### src/rtl/eeg_wram_pkg.sv
// Shared definitions for the WRAM command sequencer: default widths, one-hot
// opcodes, FSM state encoding and opcode classification helpers.
package eeg_wram_pkg;

  localparam int DEF_CMD_DW = 6;
  localparam int DEF_NUM_DW = 4;
  localparam int DEF_ADD_AW = 13;
  localparam int DEF_RPT_DW = 4;

  localparam logic [DEF_CMD_DW-1:0] OPC_ITOW = 6'b000010;
  localparam logic [DEF_CMD_DW-1:0] OPC_CONV = 6'b000100;
  localparam logic [DEF_CMD_DW-1:0] OPC_ATOW = 6'b001000;
  localparam logic [DEF_CMD_DW-1:0] OPC_WTOA = 6'b010000;
  localparam logic [DEF_CMD_DW-1:0] OPC_READ = 6'b100000;

  typedef enum logic [1:0] {
    S_IDLE  = 2'd0,
    S_CFG   = 2'd1,
    S_GEN   = 2'd2,
    S_DRAIN = 2'd3
  } seq_state_e;

  function automatic logic is_read_class(input logic [DEF_CMD_DW-1:0] opc);
    return (opc == OPC_CONV) || (opc == OPC_WTOA) || (opc == OPC_READ);
  endfunction

  function automatic logic is_write_class(input logic [DEF_CMD_DW-1:0] opc);
    return (opc == OPC_ITOW) || (opc == OPC_ATOW);
  endfunction

  // Exact one-hot match only; multi-hot or zero opcodes are rejected.
  function automatic logic is_legal(input logic [DEF_CMD_DW-1:0] opc);
    return is_read_class(opc) || is_write_class(opc);
  endfunction

endpackage

### src/rtl/eeg_wram_agu.sv
// Per-bank read-address generator: streams BAS..BAS+LEN for RPT+1 passes,
// one beat per VLD&RDY, marks LST on the final beat, then idles with fin held.
module eeg_wram_agu
  import eeg_wram_pkg::*;
#(
  parameter int ADD_AW = DEF_ADD_AW,
  parameter int RPT_DW = DEF_RPT_DW
) (
  input  logic              clk,
  input  logic              rst_n,
  input  logic              ld,
  input  logic [ADD_AW-1:0] bas,
  input  logic [ADD_AW-1:0] len,
  input  logic [RPT_DW-1:0] rpt,
  input  logic              add_rdy,
  output logic              add_vld,
  output logic              add_lst,
  output logic [ADD_AW-1:0] add_add,
  output logic              fin
);

  logic [ADD_AW-1:0] add_q, add_d;
  logic [ADD_AW-1:0] off_q, off_d;
  logic [RPT_DW-1:0] pass_q, pass_d;
  logic              vld_q, vld_d;
  logic              lst_q, lst_d;
  logic              done_q, done_d;
  logic              beat;

  assign beat = vld_q && add_rdy;

  always_comb begin
    add_d  = add_q;
    off_d  = off_q;
    pass_d = pass_q;
    vld_d  = vld_q;
    lst_d  = lst_q;
    done_d = done_q;
    if (ld) begin
      add_d  = bas;
      off_d  = '0;
      pass_d = '0;
      vld_d  = 1'b1;
      lst_d  = (len == '0) && (rpt == '0);
      done_d = 1'b0;
    end else if (beat) begin
      if (lst_q) begin
        vld_d  = 1'b0;
        lst_d  = 1'b0;
        done_d = 1'b1;
      end else begin
        if (off_q == len) begin
          off_d  = '0;
          pass_d = pass_q + RPT_DW'(1);
          add_d  = bas;
        end else begin
          off_d = off_q + ADD_AW'(1);
          add_d = add_q + ADD_AW'(1);
        end
        // LST is computed one beat ahead so it is stable alongside its address.
        lst_d = (off_d == len) && (pass_d == rpt);
      end
    end
  end

  always_ff @(posedge clk or negedge rst_n) begin
    if (!rst_n) begin
      add_q  <= '0;
      off_q  <= '0;
      pass_q <= '0;
      vld_q  <= 1'b0;
      lst_q  <= 1'b0;
      done_q <= 1'b0;
    end else begin
      add_q  <= add_d;
      off_q  <= off_d;
      pass_q <= pass_d;
      vld_q  <= vld_d;
      lst_q  <= lst_d;
      done_q <= done_d;
    end
  end

  assign add_vld = vld_q;
  assign add_lst = lst_q;
  assign add_add = add_q;
  // Includes the LST beat itself so the top can leave S_GEN on that same cycle.
  assign fin     = done_q || (beat && lst_q);

endmodule

### src/rtl/eeg_wram_seq.sv
// WRAM command sequencer: latches one descriptor, issues it on CFG_INFO, runs the
// per-bank address streams for read-class opcodes, then waits for WRAM idle.
module eeg_wram_seq
  import eeg_wram_pkg::*;
#(
  parameter int WRAM_CMD_DW = DEF_CMD_DW,
  parameter int WRAM_NUM_DW = DEF_NUM_DW,
  parameter int WRAM_ADD_AW = DEF_ADD_AW,
  parameter int SEQ_RPT_DW  = DEF_RPT_DW
) (
  input  logic                             clk,
  input  logic                             rst_n,
  input  logic                             CMD_VLD,
  output logic                             CMD_RDY,
  input  logic [WRAM_CMD_DW-1:0]           CMD_OPC,
  input  logic [WRAM_NUM_DW-1:0]           CMD_MSK,
  input  logic [WRAM_ADD_AW-1:0]           CMD_BAS,
  input  logic [WRAM_ADD_AW-1:0]           CMD_LEN,
  input  logic [SEQ_RPT_DW-1:0]            CMD_RPT,
  output logic                             CFG_INFO_VLD,
  input  logic                             CFG_INFO_RDY,
  output logic [WRAM_CMD_DW-1:0]           CFG_INFO_CMD,
  output logic [WRAM_NUM_DW-1:0]           CFG_WRAM_IDX,
  input  logic                             WRAM_IS_IDLE,
  output logic [WRAM_NUM_DW-1:0]           ADD_VLD,
  output logic [WRAM_NUM_DW-1:0]           ADD_LST,
  input  logic [WRAM_NUM_DW-1:0]           ADD_RDY,
  output logic [WRAM_NUM_DW*WRAM_ADD_AW-1:0] ADD_ADD,
  output logic                             SEQ_DONE,
  output logic                             SEQ_ERR
);

  seq_state_e state_q, state_d;

  logic [WRAM_CMD_DW-1:0] opc_q, opc_d;
  logic [WRAM_NUM_DW-1:0] msk_q, msk_d;
  logic [WRAM_ADD_AW-1:0] bas_q, bas_d;
  logic [WRAM_ADD_AW-1:0] len_q, len_d;
  logic [SEQ_RPT_DW-1:0]  rpt_q, rpt_d;

  logic cmd_rdy_q, cmd_rdy_d;
  logic cfg_vld_q, cfg_vld_d;
  logic done_q, done_d;
  logic err_q, err_d;

  logic [WRAM_NUM_DW-1:0] agu_ld;
  logic [WRAM_NUM_DW-1:0] agu_fin;
  logic                   all_fin;
  logic                   cfg_hs;

  assign cfg_hs  = cfg_vld_q && CFG_INFO_RDY;
  assign agu_ld  = {WRAM_NUM_DW{cfg_hs && is_read_class(opc_q)}} & msk_q;
  // Unmasked banks never start, so they count as finished.
  assign all_fin = &(agu_fin | ~msk_q);

  always_comb begin
    state_d   = state_q;
    opc_d     = opc_q;
    msk_d     = msk_q;
    bas_d     = bas_q;
    len_d     = len_q;
    rpt_d     = rpt_q;
    cmd_rdy_d = 1'b0;
    cfg_vld_d = 1'b0;
    done_d    = 1'b0;
    err_d     = 1'b0;
    case (state_q)
      S_IDLE: begin
        cmd_rdy_d = 1'b1;
        if (CMD_VLD && cmd_rdy_q) begin
          opc_d = CMD_OPC;
          msk_d = CMD_MSK;
          bas_d = CMD_BAS;
          len_d = CMD_LEN;
          rpt_d = CMD_RPT;
          if (is_legal(CMD_OPC)) begin
            state_d   = S_CFG;
            cmd_rdy_d = 1'b0;
            cfg_vld_d = 1'b1;
          end else begin
            err_d = 1'b1;
          end
        end
      end
      S_CFG: begin
        cfg_vld_d = 1'b1;
        if (CFG_INFO_RDY) begin
          cfg_vld_d = 1'b0;
          state_d   = (is_read_class(opc_q) && (msk_q != '0)) ? S_GEN : S_DRAIN;
        end
      end
      S_GEN: begin
        if (all_fin) state_d = S_DRAIN;
      end
      S_DRAIN: begin
        // First DRAIN cycle is already one past the last handshake, so IDLE is trustworthy here.
        if (WRAM_IS_IDLE) begin
          state_d   = S_IDLE;
          done_d    = 1'b1;
          cmd_rdy_d = 1'b1;
        end
      end
      default: state_d = S_IDLE;
    endcase
  end

  always_ff @(posedge clk or negedge rst_n) begin
    if (!rst_n) begin
      state_q   <= S_IDLE;
      opc_q     <= '0;
      msk_q     <= '0;
      bas_q     <= '0;
      len_q     <= '0;
      rpt_q     <= '0;
      cmd_rdy_q <= 1'b1;
      cfg_vld_q <= 1'b0;
      done_q    <= 1'b0;
      err_q     <= 1'b0;
    end else begin
      state_q   <= state_d;
      opc_q     <= opc_d;
      msk_q     <= msk_d;
      bas_q     <= bas_d;
      len_q     <= len_d;
      rpt_q     <= rpt_d;
      cmd_rdy_q <= cmd_rdy_d;
      cfg_vld_q <= cfg_vld_d;
      done_q    <= done_d;
      err_q     <= err_d;
    end
  end

  for (genvar gi = 0; gi < WRAM_NUM_DW; gi++) begin : g_agu
    eeg_wram_agu #(
      .ADD_AW (WRAM_ADD_AW),
      .RPT_DW (SEQ_RPT_DW)
    ) u_agu (
      .clk     (clk),
      .rst_n   (rst_n),
      .ld      (agu_ld[gi]),
      .bas     (bas_q),
      .len     (len_q),
      .rpt     (rpt_q),
      .add_rdy (ADD_RDY[gi]),
      .add_vld (ADD_VLD[gi]),
      .add_lst (ADD_LST[gi]),
      .add_add (ADD_ADD[gi*WRAM_ADD_AW +: WRAM_ADD_AW]),
      .fin     (agu_fin[gi])
    );
  end

  assign CMD_RDY      = cmd_rdy_q;
  assign CFG_INFO_VLD = cfg_vld_q;
  assign CFG_INFO_CMD = opc_q;
  assign CFG_WRAM_IDX = msk_q;
  assign SEQ_DONE     = done_q;
  assign SEQ_ERR      = err_q;

endmodule

### config.mk
export PLATFORM = sky130hd
export DESIGN_NAME = eeg_wram_seq
export DESIGN_NICKNAME = d
export VERILOG_FILES = /design/src/rtl/eeg_wram_pkg.sv /design/src/rtl/eeg_wram_agu.sv /design/src/rtl/eeg_wram_seq.sv
export SDC_FILE = /design/constraint.sdc
export NUM_CORES = 1
export LEC_CHECK = 0
export ABC_AREA = 1
export CORE_AREA = 3 3 192 194
export DETAILED_ROUTE_END_ITERATION = 8
export DIE_AREA = 0 0 195 197
export HOLD_SLACK_MARGIN = 0.03
export PLACE_DENSITY = 0.65
export SYNTH_ARGS = -nofsm -noshare
export SYNTH_HDL_FRONTEND = slang
export SYNTH_HIERARCHICAL = 1
export SYNTH_SLANG_ARGS = --single-unit
### constraint.sdc
create_clock -name clk -period 1.86 [get_ports clk]
set_input_delay 0.372 -clock clk [delete_from_list [all_inputs] [get_ports clk]]
set_output_delay 0.372 -clock clk [all_outputs]
set_load 0.05 [all_outputs]
## Word level (Yosys, flattened, before mapping)

Index checks and enable logic that the tools add are counted.

| word-level totals | value |
|---|---|
| bits in registers | 178 |
| bits of input ports | 49 |
| word-level logic and storage cells | 257 |
| output and inout bits | 74 |

| cells by class | value |
|---|---|
| muxes and demuxes | 126 |
| reduce and logical (&&, ||, !) cells | 50 |
| equal/unequal tests | 32 |
| add/sub/neg operators | 12 |
| bitwise gates (word level) | 3 |

Operators with widths:

| cell | number |
|---|---|
| 13-bit 2-to-1 mux | 44 |
| 4-bit 2-to-1 mux | 28 |
| 13-bit by 1-bit adder with 13-bit output, second input constant | 8 |
| 13-bit == test | 8 |
| 1-bit 2-to-1 mux | 46 |
| 2-bit != test, second input constant | 9 |
| 2-bit AND reduction | 9 |
| 1-bit logical AND | 17 |
| 4-bit by 1-bit adder with 4-bit output, second input constant | 4 |
| 4-bit == test | 4 |
| 2-bit nonzero test | 8 |
| 13-bit logical NOT | 1 |
| 6-bit by 3-bit == test with 1-bit output, second input constant | 2 |
| 6-bit by 5-bit == test with 1-bit output, second input constant | 2 |
| 6-bit == test, second input constant | 2 |
| 1-bit logical OR | 10 |
| 2-bit 2-to-1 mux | 5 |
| 2-bit case mux with 4 select lines | 1 |
| 6-bit by 2-bit == test with 1-bit output, second input constant | 1 |
| 6-bit by 4-bit == test with 1-bit output, second input constant | 1 |
| 5-bit AND reduction | 1 |
| 4-bit bitwise AND | 1 |
| 2-bit == test, second input constant | 2 |
| 4-bit logical NOT | 1 |
| other kinds (7) | 8 |

## Depth between registers and ports, before layout

Gate-level depths: netlist (run 1).

| depth | value |
|---|---|
| word-level depth | 11 |
| depth in mapped cells | 18 |
| depth with buffers taken out | 17 |

## By module

The synthesis (run 1) kept the hierarchy.

Modules (own cells, without submodules):

| module | area each (um^2) | times used | cells each | seq. area each (um^2) |
|---|---|---|---|---|
| eeg_wram_agu at g_agu[0].u_agu ... | 2,553.7 | 3 | 404 | 825.8 |
| eeg_wram_agu at g_agu[3].u_agu | 2,533.7 | 1 | 399 | 825.8 |
| eeg_wram_seq | 2,168.3 | 1 | 198 | 1,152.4 |

## Worst setup path after synthesis (run 1)

Ideal clock, no wire load.

| timing | value |
|---|---|
| kind | register to register |
| start point | register opc_q[4], in the netlist CFG_INFO_CMD[4] |
| end point | register g_agu[0].u_agu.add_q[4] |
| cell stages (with the launch flop) | 12 |
| setup time | 0.086 ns |
| data required time | 1.774 ns |
| clock period less this slack | 2.220 ns |
| arrival time | 2.134 ns |
| path slack | -0.360 ns |
| buffers on the path | 1 |
| cell sequence | dfrtp_1 > inv_1 > nand2_1 > nor2_1 > nor2_1 > nand4_1 > nor2_1 > inv_1 > o21ai_1 > clkbuf_1 > o21ai_0 > a32oi_1 |

| between the ends | value |
|---|---|
| cells in the longest elaborated chain, start to end | 7 |
| elaborated cells on any way between the ends | 11 |
| those cells by class | 4 x eq/ne; 1 x mux; 1 x bitwise; 5 x reduce/logical |

Ends and longest elaborated chain:

| element | line | source |
|---|---|---|
| from (decl) | eeg_wram_seq.sv:35 | `logic [WRAM_CMD_DW-1:0] opc_q, opc_d;` |
| from (signal assigned) | eeg_wram_seq.sv:121 | `opc_q <= opc_d;` |
| 6-bit by 3-bit == test with 1-bit output or 6-bit by 5-bit == test with 1-bit output (tied branches) | eeg_wram_pkg.sv:24 | `return (opc == OPC_CONV) \|\| (opc == OPC_WTOA) \|\| (opc == OPC_READ);` |
| 1-bit logical OR | eeg_wram_pkg.sv:24 |  |
| 1-bit logical OR (*) | eeg_wram_pkg.sv:24 |  |
| 1-bit logical AND (*) | eeg_wram_seq.sv:52 | `assign agu_ld = {WRAM_NUM_DW{cfg_hs && is_read_class(opc_q)}} & msk_q;` |
| 4-bit bitwise AND (*) | eeg_wram_seq.sv:52 |  |
| net agu_ld[0] | eeg_wram_seq.sv:46 | `logic [WRAM_NUM_DW-1:0] agu_ld;` |
| 2-bit != test (no line) or 2-bit nonzero test (tied branches) | n/a |  |
| 2-bit AND reduction (no line) | n/a |  |
| to (signal assigned) | eeg_wram_agu.sv:68 | `add_q <= '0;` |
| to (signal assigned) | eeg_wram_agu.sv:75 | `add_q <= add_d;` |
| to (decl) | eeg_wram_agu.sv:22 | `logic [ADD_AW-1:0] add_q, add_d;` |

The timed path passes the listed nets; every way through them passes the cells marked *.
A chain may end at the register's enable or synchronous reset.

## Worst setup path after layout (run 1)

| timing | value |
|---|---|
| start point | register len_q[1] |
| end point | register g_agu[1].u_agu.lst_q |

| between the ends | value |
|---|---|
| cells in the longest elaborated chain, start to end | 10 |
| elaborated cells on any way between the ends | 17 |
| those cells by class | 3 x eq/ne; 11 x mux; 3 x reduce/logical |

Ends and longest elaborated chain:

| element | line | source |
|---|---|---|
| from (decl) | eeg_wram_seq.sv:38 | `logic [WRAM_ADD_AW-1:0] len_q, len_d;` |
| from (signal assigned) | eeg_wram_seq.sv:124 | `len_q <= len_d;` |
| 13-bit == test | eeg_wram_agu.sv:52 | `if (off_q == len) begin` |
| 13-bit 2-to-1 mux or 4-bit 2-to-1 mux (tied branches) | eeg_wram_agu.sv:52 |  |
| 13-bit 2-to-1 mux or 4-bit 2-to-1 mux (tied branches) | eeg_wram_agu.sv:47 | `if (lst_q) begin` |
| 13-bit 2-to-1 mux or 4-bit 2-to-1 mux (tied branches) | eeg_wram_agu.sv:46 | `end else if (beat) begin` |
| 13-bit 2-to-1 mux or 4-bit 2-to-1 mux (tied branches) | eeg_wram_agu.sv:39 | `if (ld) begin` |
| 13-bit == test or 4-bit == test (tied branches) | eeg_wram_agu.sv:61 | `lst_d = (off_d == len) && (pass_d == rpt);` |
| 1-bit logical AND | eeg_wram_agu.sv:61 |  |
| 1-bit 2-to-1 mux | eeg_wram_agu.sv:47 |  |
| 1-bit 2-to-1 mux | eeg_wram_agu.sv:46 |  |
| 1-bit 2-to-1 mux (*) | eeg_wram_agu.sv:39 |  |
| to (signal assigned) | eeg_wram_agu.sv:79 | `lst_q <= lst_d;` |
| to (decl) | eeg_wram_agu.sv:26 | `logic lst_q, lst_d;` |

Every way passes the cells marked *; elsewhere a longest branch is shown, timed or not. The select of a mux whose other input is x is not followed.

==> results.py, run 1 <==
metrics = {
    "placement": {
        "hpwl_mm": 33.8,
        "io_buffer_count": 122,
        "post_dp_cell_area_um2": 17100,
        "place_congestion": 0.963,
        "placed_cells": 2729,
    },
    "worst_setup_path": {
        "reg2reg_to": "g_agu[1].u_agu/add_lst",
        "arrival_ns": 2.75,
        "rrSetupSlack_ns": -0.49,
        "critPathTopFamily": "simple AND/OR/NAND/NOR gates",
        "cp_max_fo": 8,
        "rr_startpoint": "len_q[1]",
        "ff2ff_path_depth": 18,
        "crit_end": "g_agu[1].u_agu/add_lst",
        "crit_chain": "buf_4 > buf_4 > nand2_2 > nand2_1 > nor2_1 > nand2_2 > nor2_4 > buf_6 > nand2_8 > nand2_2 > a21oi_1 > nor2_1 > nand3_1 > nor2_1 > nand2_1 > nand2_1 > nand2_1 > nand2_1",
        "path_common_cell": "nand2_1",
        "end_kind": "flip-flop",
        "path_depth": 18,
        "path_buf_inv": 3,
        "critPathLaunchType": "flip-flop",
        "max_stage_delay_ns": 0.42,
        "critPathSlowestCell": "dfrtp_2",
        "crit_required_ns": 2.26,
        "path_class": "reg2reg",
        "cp-startpoint": "len_q[1]",
    },
    "clocking": {
        "cts_sinks": 178,
        "cts_buffer_depth": 2,
        "numCtsBuffers": 17,
        "htree_levels": 4,
        "cts_tree": "yes",
        "worstSkewPairLatency_ns": 0.46,
        "cts_root_buffer": "clkbuf_16",
        "cts.clk_slew.worst_paths_ns": 0.08,
    },
    "logic_synthesis": {
        "synth_edf_count": 0,
        "synth_area_um2": 12400,
        "synth-seq-cells": 178,
        "yosysWarnings": 6,
        "synth_fa_ha_area_frac": 0.0162,
        "synthSimpleGateAreaFrac": 0.339,
        "yosysMostFrequentCell": "nand2_1",
        "synthDominantCellAreaShare": 0.358,
        "synth_top_family_by_area": "simple AND/OR/NAND/NOR gates",
        "synthFlopType": "dfrtp_1",
        "synth-compound-area-share": 0.100,
        "netlist_instances": 1809,
        "synthArstFlopShare": 1.00,
        "synthTopCellsByCount": "nand2_1 (601), inv_1 (254), dfrtp_1 (177), nor2_1 (163), nand3_1 (140)",
        "synth_seq_area_share": 0.360,
        "synth_xor_area_frac": 0.0475,
        "syn_avg_cell_area_um2": 6.83,
        "syn_nets": 1874,
        "synth_top_area_cell": "dfrtp_1",
        "synth.distinct_cells": 32,
        "synth_mux_area_frac": 0.0386,
        "synthTopCellsByArea": "dfrtp_1 (36%), nand2_1 (18%), inv_1 (7.7%), nand3_1 (5.7%), nor2_1 (4.9%)",
    },
    "timing": {
        "relSlewSlack": 0.559,
        "hold_ws_ns": 0.387,
        "period_needed_ns": 2.35,
        "fin_ws_ns": -0.488,
        "finalHoldViolations": 0,
        "fmax_ghz": 0.426,
        "rsz0062_at_grt": "true",
        "fin_crit_sh": 1.26,
        "drv_slew": 0,
        "finalSetupViolCount": 124,
        "clock_skew_ns": 0.0158,
        "max_slew.worst_pin.slew_ns": 0.662,
    },
    "detailed_routing": {
        "drc": 0,
        "drtAntennaViolNets": 0,
        "num_vias": 15030,
        "firstDrtPassIters": 8,
        "vias_per_cell": 5.25,
        "drt_iter0_markers": 1279,
        "wirelength_mm": 50.3,
        "avgRoutedWirePerCell_um": 17.6,
    },
    "finish": {
        "fin_util": 0.568,
        "fin_nets": 2456,
        "stdcell_area_um2": 20100,
        "final_cells": 2865,
        "antenna_cells": 0,
        "syn_to_final_growth_pct": 62.5,
        "drive_gt1_frac": 0.377,
    },
    "floorplan": {
        "ios": 123,
        "rows": 69,
        "core_um2": 35400,
        "initial_core_util": 0.349,
        "die_area_um2": 38400,
        "die_w_um": 195,
        "fp.dieH_um": 197,
    },
    "power_and_ir_drop": {
        "ir_drop_uv": 1220,
        "power_mw": 37.5,
        "p_per_area_nw_per_um2": 1870,
        "leakage_nw": 10.5,
    },
    "global_routing": {
        "track_usage": 0.245,
        "antenna_found_initial": 0,
        "grt_pass1_vias": 14586,
        "grt_pass1_wl_mm": 75.6,
        "grt_remaining_overflow": 0,
        "grt_start_max_net_pins": 39,
    },
    "flow_run": {
        "drv_cap": 0,
    },
    "status": {
        "outcome": "finished, violations left",
        "violations": "setup timing",
    },
    "hold_path": {
        "hold_path_class": "in2async",
    },
}
==> cells in the final DEF, fill, tap and decap left out, types with 32 or more instances in the layout <==
cell type        instances
nand2_1                511
o22ai_1                 48
inv_1                  237
buf_4                  442
nand2_2                 76
buf_12                  36
buf_6                   48
dfrtp_1                148
nand3_1                123
mux2_4                  32
xor2_1                  53
nor2_1                 131
clkdlybuf4s50_1         47
==> sequential cells by signal, summed over array words and instances (netlist names), 6 cells and up <==
signal / cells
CFG_INFO_CMD: 6
bas_q: 13
g_agu.u_agu/add_add: 52
g_agu.u_agu/off_q: 52
g_agu.u_agu/pass_q: 16
len_q: 13
==> per-layer routing <==
metal | GRT usage | up-vias | wire, um
li1 | - | 7044 | -
met1 | 0.321 | 7224 | 20800
met2 | 0.401 | 629 | 23400
met3 | 0.0530 | 133 | 4140
met4 | 0.0908 | 0 | 1940
met5 | 0 | - | 0
==> power by group <==
part           internal, mW  switching (mW)
clock network          1.96            1.87
logic                  11.9            13.8
registers              5.66            2.39
==> logic make-up after synthesis <==
family | after synthesis
multiplexers | 32
flip-flops | 178
XOR/XNOR | 67
buffers and inverters | 304
adder cells (fa/ha/maj) | 16
AO/OA/AOI/OAI | 211
AND/OR/NAND/NOR | 1001
==> how the worst min path moves through the flow <==
stage                      from                   endpoint  slack [ns]  cells past startpoint
after floorplan           rst_n            CFG_INFO_CMD[0]        0.08                      0
after global placement    rst_n  g_agu[2].u_agu/add_add[3]        0.32                      1
after detailed placement  rst_n  g_agu[2].u_agu/add_add[4]        0.32                      1
after CTS                 rst_n  g_agu[1].u_agu/add_add[8]        0.38                      2
after global routing      rst_n  g_agu[2].u_agu/add_add[3]        0.39                      2
final                     rst_n  g_agu[2].u_agu/add_add[3]        0.39                      2
==> cell type report <==
cell class / instances / area (um^2)
fill: 3086 / 15300
clock inverter: 14 / 161
sequential: 178 / 4490
clock buffer: 18 / 439
tap: 461 / 577
timing repair inverter: 1 / 11.3
inverter: 262 / 1040
timing repair buffer: 593 / 5450
multi-input combinational: 1338 / 7920
==> what timing repair did <==
action                                  in CTS  in global routing
pin swaps                                   45                114
hold buffers                                 1                  0
cloned                                      17                  5
endpoints found under the setup margin     124                126
gates resized for setup                    112                265
buffers inserted                            49                 36
hold endpoints to repair                    27                  0
==> per-stage QoR <==
| stage | worst slack (ns) | TNS [ns] |
|---|---|---|
| 3_5_place_dp | -0.442 | -37.13 |
| 4_1_cts | -0.329 | -11.02 |
| 3_3_place_gp | -0.433 | -37.17 |
| 5_1_grt | -0.628 | -35.95 |
| 6_report | -0.488 | -25.84 |
| 2_1_floorplan | -0.109 | -4.35 |
Power figures use the tool's default switching activity.
==> run 2, diff against run 1 <==
Settings changed: CORE_AREA 3 3 192 194 to 2 2 191 193, DIE_AREA 0 0 195 197 to 0 0 193 195.
==> results.py, run 2 (synthesis gave the netlist of run 1 again) <==
metrics = {
    "timing": {
        "drv_slew": 0,
        "finalSetupTns_ns": -17.79,
        "clock_skew_ns": 0.0112,
        "fin_crit_sh": 1.22,
        "hold_ws_ns": 0.394,
        "relSlewSlack": 0.615,
        "finalSetupViolCount": 118,
        "finalHoldViolations": 0,
        "fin_ws_ns": -0.403,
        "fmax_ghz": 0.442,
        "period_needed_ns": 2.26,
        "rsz0062_at_grt": "true",
        "max_slew.worst_pin.slew_ns": 0.578,
    },
    "power_and_ir_drop": {
        "p_seq_frac": 0.217,
        "leakage_nw": 10.6,
        "p_per_area_nw_per_um2": 1840,
        "p_int_mw": 19.6,
        "power.switching_mw": 18.1,
        "power.share.combinational": 0.688,
        "swShare": 0.479,
        "power_mw": 37.7,
        "pwr-share-clk": 0.095,
        "ir_drop_uv": 1030,
    },
    "detailed_routing": {
        "drt_iter0_markers": 1580,
        "num_vias": 15019,
        "wirelength_mm": 49.9,
        "vias_per_cell": 5.22,
        "drc": 0,
        "avgRoutedWirePerCell_um": 17.3,
        "drtAntennaViolNets": 0,
        "firstDrtPassIters": 6,
    },
    "worst_setup_path": {
        "critPathLaunchType": "flip-flop",
        "critPathTopFamily": "simple AND/OR/NAND/NOR gates",
        "cp_max_fo": 7,
        "crit_chain": "buf_6 > buf_6 > nand2_4 > nand2_2 > inv_2 > nand3_2 > nor2_4 > buf_12 > nand2_8 > nand2_1 > nand2_1 > a21oi_2 > nand3_1 > nor2_1 > nand2_1 > nand2_1 > nand2_1 > nand2_1",
        "ff2ff_path_depth": 18,
        "crit_required_ns": 2.25,
        "max_stage_delay_ns": 0.49,
        "path_depth": 18,
        "critPathSlowestCell": "dfrtp_2",
        "path_class": "reg2reg",
        "arrival_ns": 2.65,
        "path_buf_inv": 4,
        "end_kind": "flip-flop",
        "path_common_cell": "nand2_1",
    },
    "hold_path": {
        "hold_path_class": "in2async",
    },
    "status": {
        "outcome": "finished, violations left",
        "violations": "setup timing",
    },
    "global_routing": {
        "grt_start_max_net_pins": 45,
        "grt_remaining_overflow": 0,
        "grt_pass1_vias": 14481,
        "antenna_found_initial": 2,
        "grt_pass1_wl_mm": 75.8,
        "track_usage": 0.256,
    },
    "floorplan": {
        "die_area_um2": 37600,
        "rows": 69,
        "fp.dieH_um": 195,
        "ios": 123,
        "initial_core_util": 0.349,
        "die_w_um": 193,
        "core_um2": 35400,
    },
    "placement": {
        "place_congestion": 0.952,
        "hpwl_mm": 32.9,
        "placed_cells": 2723,
        "io_buffer_count": 122,
    },
    "finish": {
        "fin_util": 0.577,
        "drive_gt1_frac": 0.387,
        "layout_common_cells": "nand2_1 (503), buf_4 (440), inv_1 (226), dfrtp_1 (149), nor2_1 (135)",
        "antenna_cells": 0,
        "fin_nets": 2466,
        "layout_commonest_cell": "nand2_1",
        "final_cells": 2875,
        "syn_to_final_growth_pct": 65.1,
    },
    "clocking": {
        "numCtsBuffers": 17,
        "cts_sinks": 178,
        "htree_levels": 4,
        "cts_buffer_depth": 2,
        "cts_root_buffer": "clkbuf_16",
        "worstSkewPairLatency_ns": 0.45,
        "cts.clk_slew.worst_paths_ns": 0.08,
        "cts_tree": "yes",
    },
    "flow_run": {
        "drv_cap": 0,
    },
}
[run 2: layer usage]
metal  GRT usage  share of wire
met5           0        0.00054
met4      0.0918          0.034
met1       0.341           0.41
met3      0.0510          0.088
met2       0.413           0.46
[run 2: per-stage QoR]
stage | worst slack (ns) | cell area [um^2]
CTS | -0.323 | 19400
global route | -0.588 | 20400
detailed placement | -0.435 | 17100
floorplan | -0.109 | 12700
global placement | -0.407 | 17100
finish | -0.403 | 20400
[run 2: power by group through the flow]
stage,sequential (mW),combinational [mW],clock (mW)
after floorplan,9.68,9.43,0
after global placement,8.09,20.8,0
after detailed placement,8.14,21.2,0
after CTS,7.99,23.9,3.64
after global routing,8.37,27.9,3.80
final,8.16,25.9,3.57
[run 2: worst paths after layout]
check / slack, ns / from / endpoint
worst max register to register: -0.40 / len_q[2] / g_agu[3].u_agu/add_lst
worst min register to register: 0.52 / g_agu[3].u_agu/done_q / g_agu[3].u_agu/done_q
worst max-delay path: -0.40 / len_q[2] / g_agu[3].u_agu/add_lst
max in group asynchronous: 0.83 / rst_n / len_q[9]
min in group clk: 0.52 / CMD_MSK[1] / CFG_WRAM_IDX[1]
worst min-delay path: 0.39 / rst_n / g_agu[2].u_agu/add_add[1]
[run 2: timing repair]
action,in CTS,in global routing
hold buffers,1,0
endpoints found under the setup margin,125,125
gates resized for setup,193,214
pin swaps,81,93
buffers inserted,71,29
endpoints found under the hold margin,29,0
cloned,23,7
[run 2: worst register-to-register path: stages (launching register included)]
cell	delay (ns)
dfrtp_2	0.49
buf_6	0.16
buf_6	0.13
nand2_4	0.06
nand2_2	0.05
inv_2	0.05
nand3_2	0.09
nor2_4	0.18
buf_12	0.14
nand2_8	0.07
nand2_1	0.10
nand2_1	0.07
a21oi_2	0.17
nand3_1	0.11
nor2_1	0.10
nand2_1	0.08
nand2_1	0.06
nand2_1	0.05
nand2_1	0.05
[run 2: cell type report]
type                            instances  area [um^2]
Timing Repair inverter                  2         17.5
Tap cell                              461          577
Clock inverter                         15          140
Inverter                              262         1040
Sequential cell                       178         4490
Clock buffer                           17          425
Fill cell                            3051        15000
Timing Repair Buffer                  601         5660
Multi-Input combinational cell       1339         8060
==> run 3, diff against run 2 <==
Settings changed: SKIP_CTS_REPAIR_TIMING set to 1.
==> results.py, run 3 (synthesis gave the netlist of run 1 again) <==
metrics = {
    "hold_path": {
        "hold_path_class": "in2async",
    },
    "timing": {
        "max_slew.worst_pin.slew_ns": 0.600,
        "clock_skew_ns": 0.0136,
        "fmax_ghz": 0.425,
        "relSlewSlack": 0.600,
        "finalHoldViolations": 0,
        "drv_slew": 0,
        "finalSetupViolCount": 120,
        "rsz0062_at_grt": "true",
        "period_needed_ns": 2.35,
        "hold_ws_ns": 0.398,
        "fin_ws_ns": -0.492,
        "fin_crit_sh": 1.26,
    },
    "power_and_ir_drop": {
        "leakage_nw": 10.4,
        "ir_drop_uv": 1060,
        "p_per_area_nw_per_um2": 1840,
    },
    "detailed_routing": {
        "num_vias": 14848,
        "route.met2.wl_mm": 23.1,
        "met3_length_mm": 4.44,
        "avgRoutedWirePerCell_um": 17.3,
        "firstDrtPassIters": 6,
        "drt-met1-wl_mm": 20.1,
        "drc": 0,
        "dr.max_layer_used": "met5",
        "drtAntennaViolNets": 0,
        "drt_iter0_markers": 1536,
        "wirelength_mm": 49.1,
        "vias_per_cell": 5.23,
    },
    "finish": {
        "nFillCells": 3052,
        "layout_commonest_cell": "nand2_1",
        "layout_common_cells": "nand2_1 (480), buf_4 (407), inv_1 (234), dfrtp_1 (149), nor2_1 (131)",
        "syn_to_final_growth_pct": 63.1,
        "antenna_cells": 0,
        "fin_nets": 2431,
        "drive_gt1_frac": 0.383,
    },
    "clocking": {
        "numCtsBuffers": 17,
        "cts_buffer_depth": 2,
        "cts_root_buffer": "clkbuf_16",
        "cts_sinks": 178,
        "htree_levels": 4,
        "cts_tree": "yes",
        "worstSkewPairLatency_ns": 0.45,
        "cts.clk_slew.worst_paths_ns": 0.08,
    },
    "worst_setup_path": {
        "rr_startpoint": "len_q[11]",
        "critPathLaunchType": "flip-flop",
        "crit_required_ns": 2.25,
        "critPathTopFamily": "simple AND/OR/NAND/NOR gates",
        "end_kind": "flip-flop",
        "path_common_cell": "nand2_1",
        "cp_max_fo": 7,
        "cp-startpoint": "len_q[11]",
        "rrSetupSlack_ns": -0.49,
        "crit_chain": "buf_6 > buf_12 > nand2_4 > nand2_2 > nor2_1 > nand2_1 > nor2_4 > buf_8 > nand2_8 > nand2_4 > nand2_1 > a21oi_2 > nand3_1 > nor2_1 > nand2_1 > nand2_1 > nand2_1 > nand2_1",
        "arrival_ns": 2.74,
        "critPathSlowestCell": "dfrtp_4",
        "path_buf_inv": 3,
        "path_class": "reg2reg",
        "max_stage_delay_ns": 0.51,
    },
    "floorplan": {
        "die_w_um": 193,
        "fp.dieH_um": 195,
        "core_um2": 35400,
        "rows": 69,
        "initial_core_util": 0.349,
        "ios": 123,
        "die_area_um2": 37600,
    },
    "global_routing": {
        "grt_remaining_overflow": 0,
        "track_usage": 0.230,
        "antenna_found_initial": 2,
        "grt_start_max_net_pins": 45,
        "grt_pass1_wl_mm": 68.5,
        "grt_pass1_vias": 13451,
    },
    "placement": {
        "hpwl_mm": 32.9,
        "place_congestion": 0.952,
        "dp_worst_setup_slack_ns": -0.435,
        "io_buffer_count": 122,
    },
    "status": {
        "outcome": "finished, violations left",
        "violations": "setup timing",
    },
    "flow_run": {
        "drv_cap": 0,
    },
}
[run 3: worst register-to-register path: stages, from the launching register on]
cell	delay, ns
dfrtp_4	0.51
buf_6	0.15
buf_12	0.12
nand2_4	0.06
nand2_2	0.04
nor2_1	0.11
nand2_1	0.10
nor2_4	0.17
buf_8	0.17
nand2_8	0.12
nand2_4	0.10
nand2_1	0.06
a21oi_2	0.12
nand3_1	0.09
nor2_1	0.13
nand2_1	0.10
nand2_1	0.07
nand2_1	0.05
nand2_1	0.05
[run 3: power by group]
part           internal (mW)  leakage (nW)  switching (mW)
combinational           11.8          8.10            13.6
clock                   1.77         0.278            1.81
sequential              5.67          2.03            2.54
total                   19.3          10.4            17.9
[run 3: final cells by class]
cell class | instances | area (um^2) | area share
multi-input cells | 1339 | 8200 | 0.407
clock buffers | 17 | 425 | 0.0211
well taps | 461 | 577 | 0.0286
flip-flops and latches | 178 | 4500 | 0.223
clock inverters | 15 | 140 | 0.00695
repair inverters | 5 | 58.8 | 0.00292
repair buffers | 563 | 5210 | 0.258
inverters | 262 | 1060 | 0.0526
[run 3: worst paths after layout]
kind,to,cells past startpoint
hold reg to reg,g_agu[3].u_agu/done_q,2
min in group clk,g_agu[3].u_agu/done_q,2
setup / recovery,g_agu[3].u_agu/add_lst,18
hold / removal,g_agu[2].u_agu/add_add[0],2
setup reg to reg,g_agu[3].u_agu/add_lst,18
max in group asynchronous,len_q[9],3
[run 3: metrics by stage]
stage	area (um^2)	utilization	power [mW]	std cells	TNS, ns
floorplan	12700	-	19.1	1809	-4.35
global placement	17100	0.483	28.9	2723	-36.45
detailed placement	17100	0.483	29.3	2723	-36.51
CTS	17700	0.499	33.1	2755	-28.55
global route	20200	0.570	39.6	2840	-28.02
finish	20200	0.570	37.2	2840	-18.87
[run 3: per-layer routing]
metal	global-route usage	vias to the layer above
met5	0	-
met2	0.374	693
li1	-	6985
met4	0.0727	4
met1	0.306	7048
met3	0.0485	118
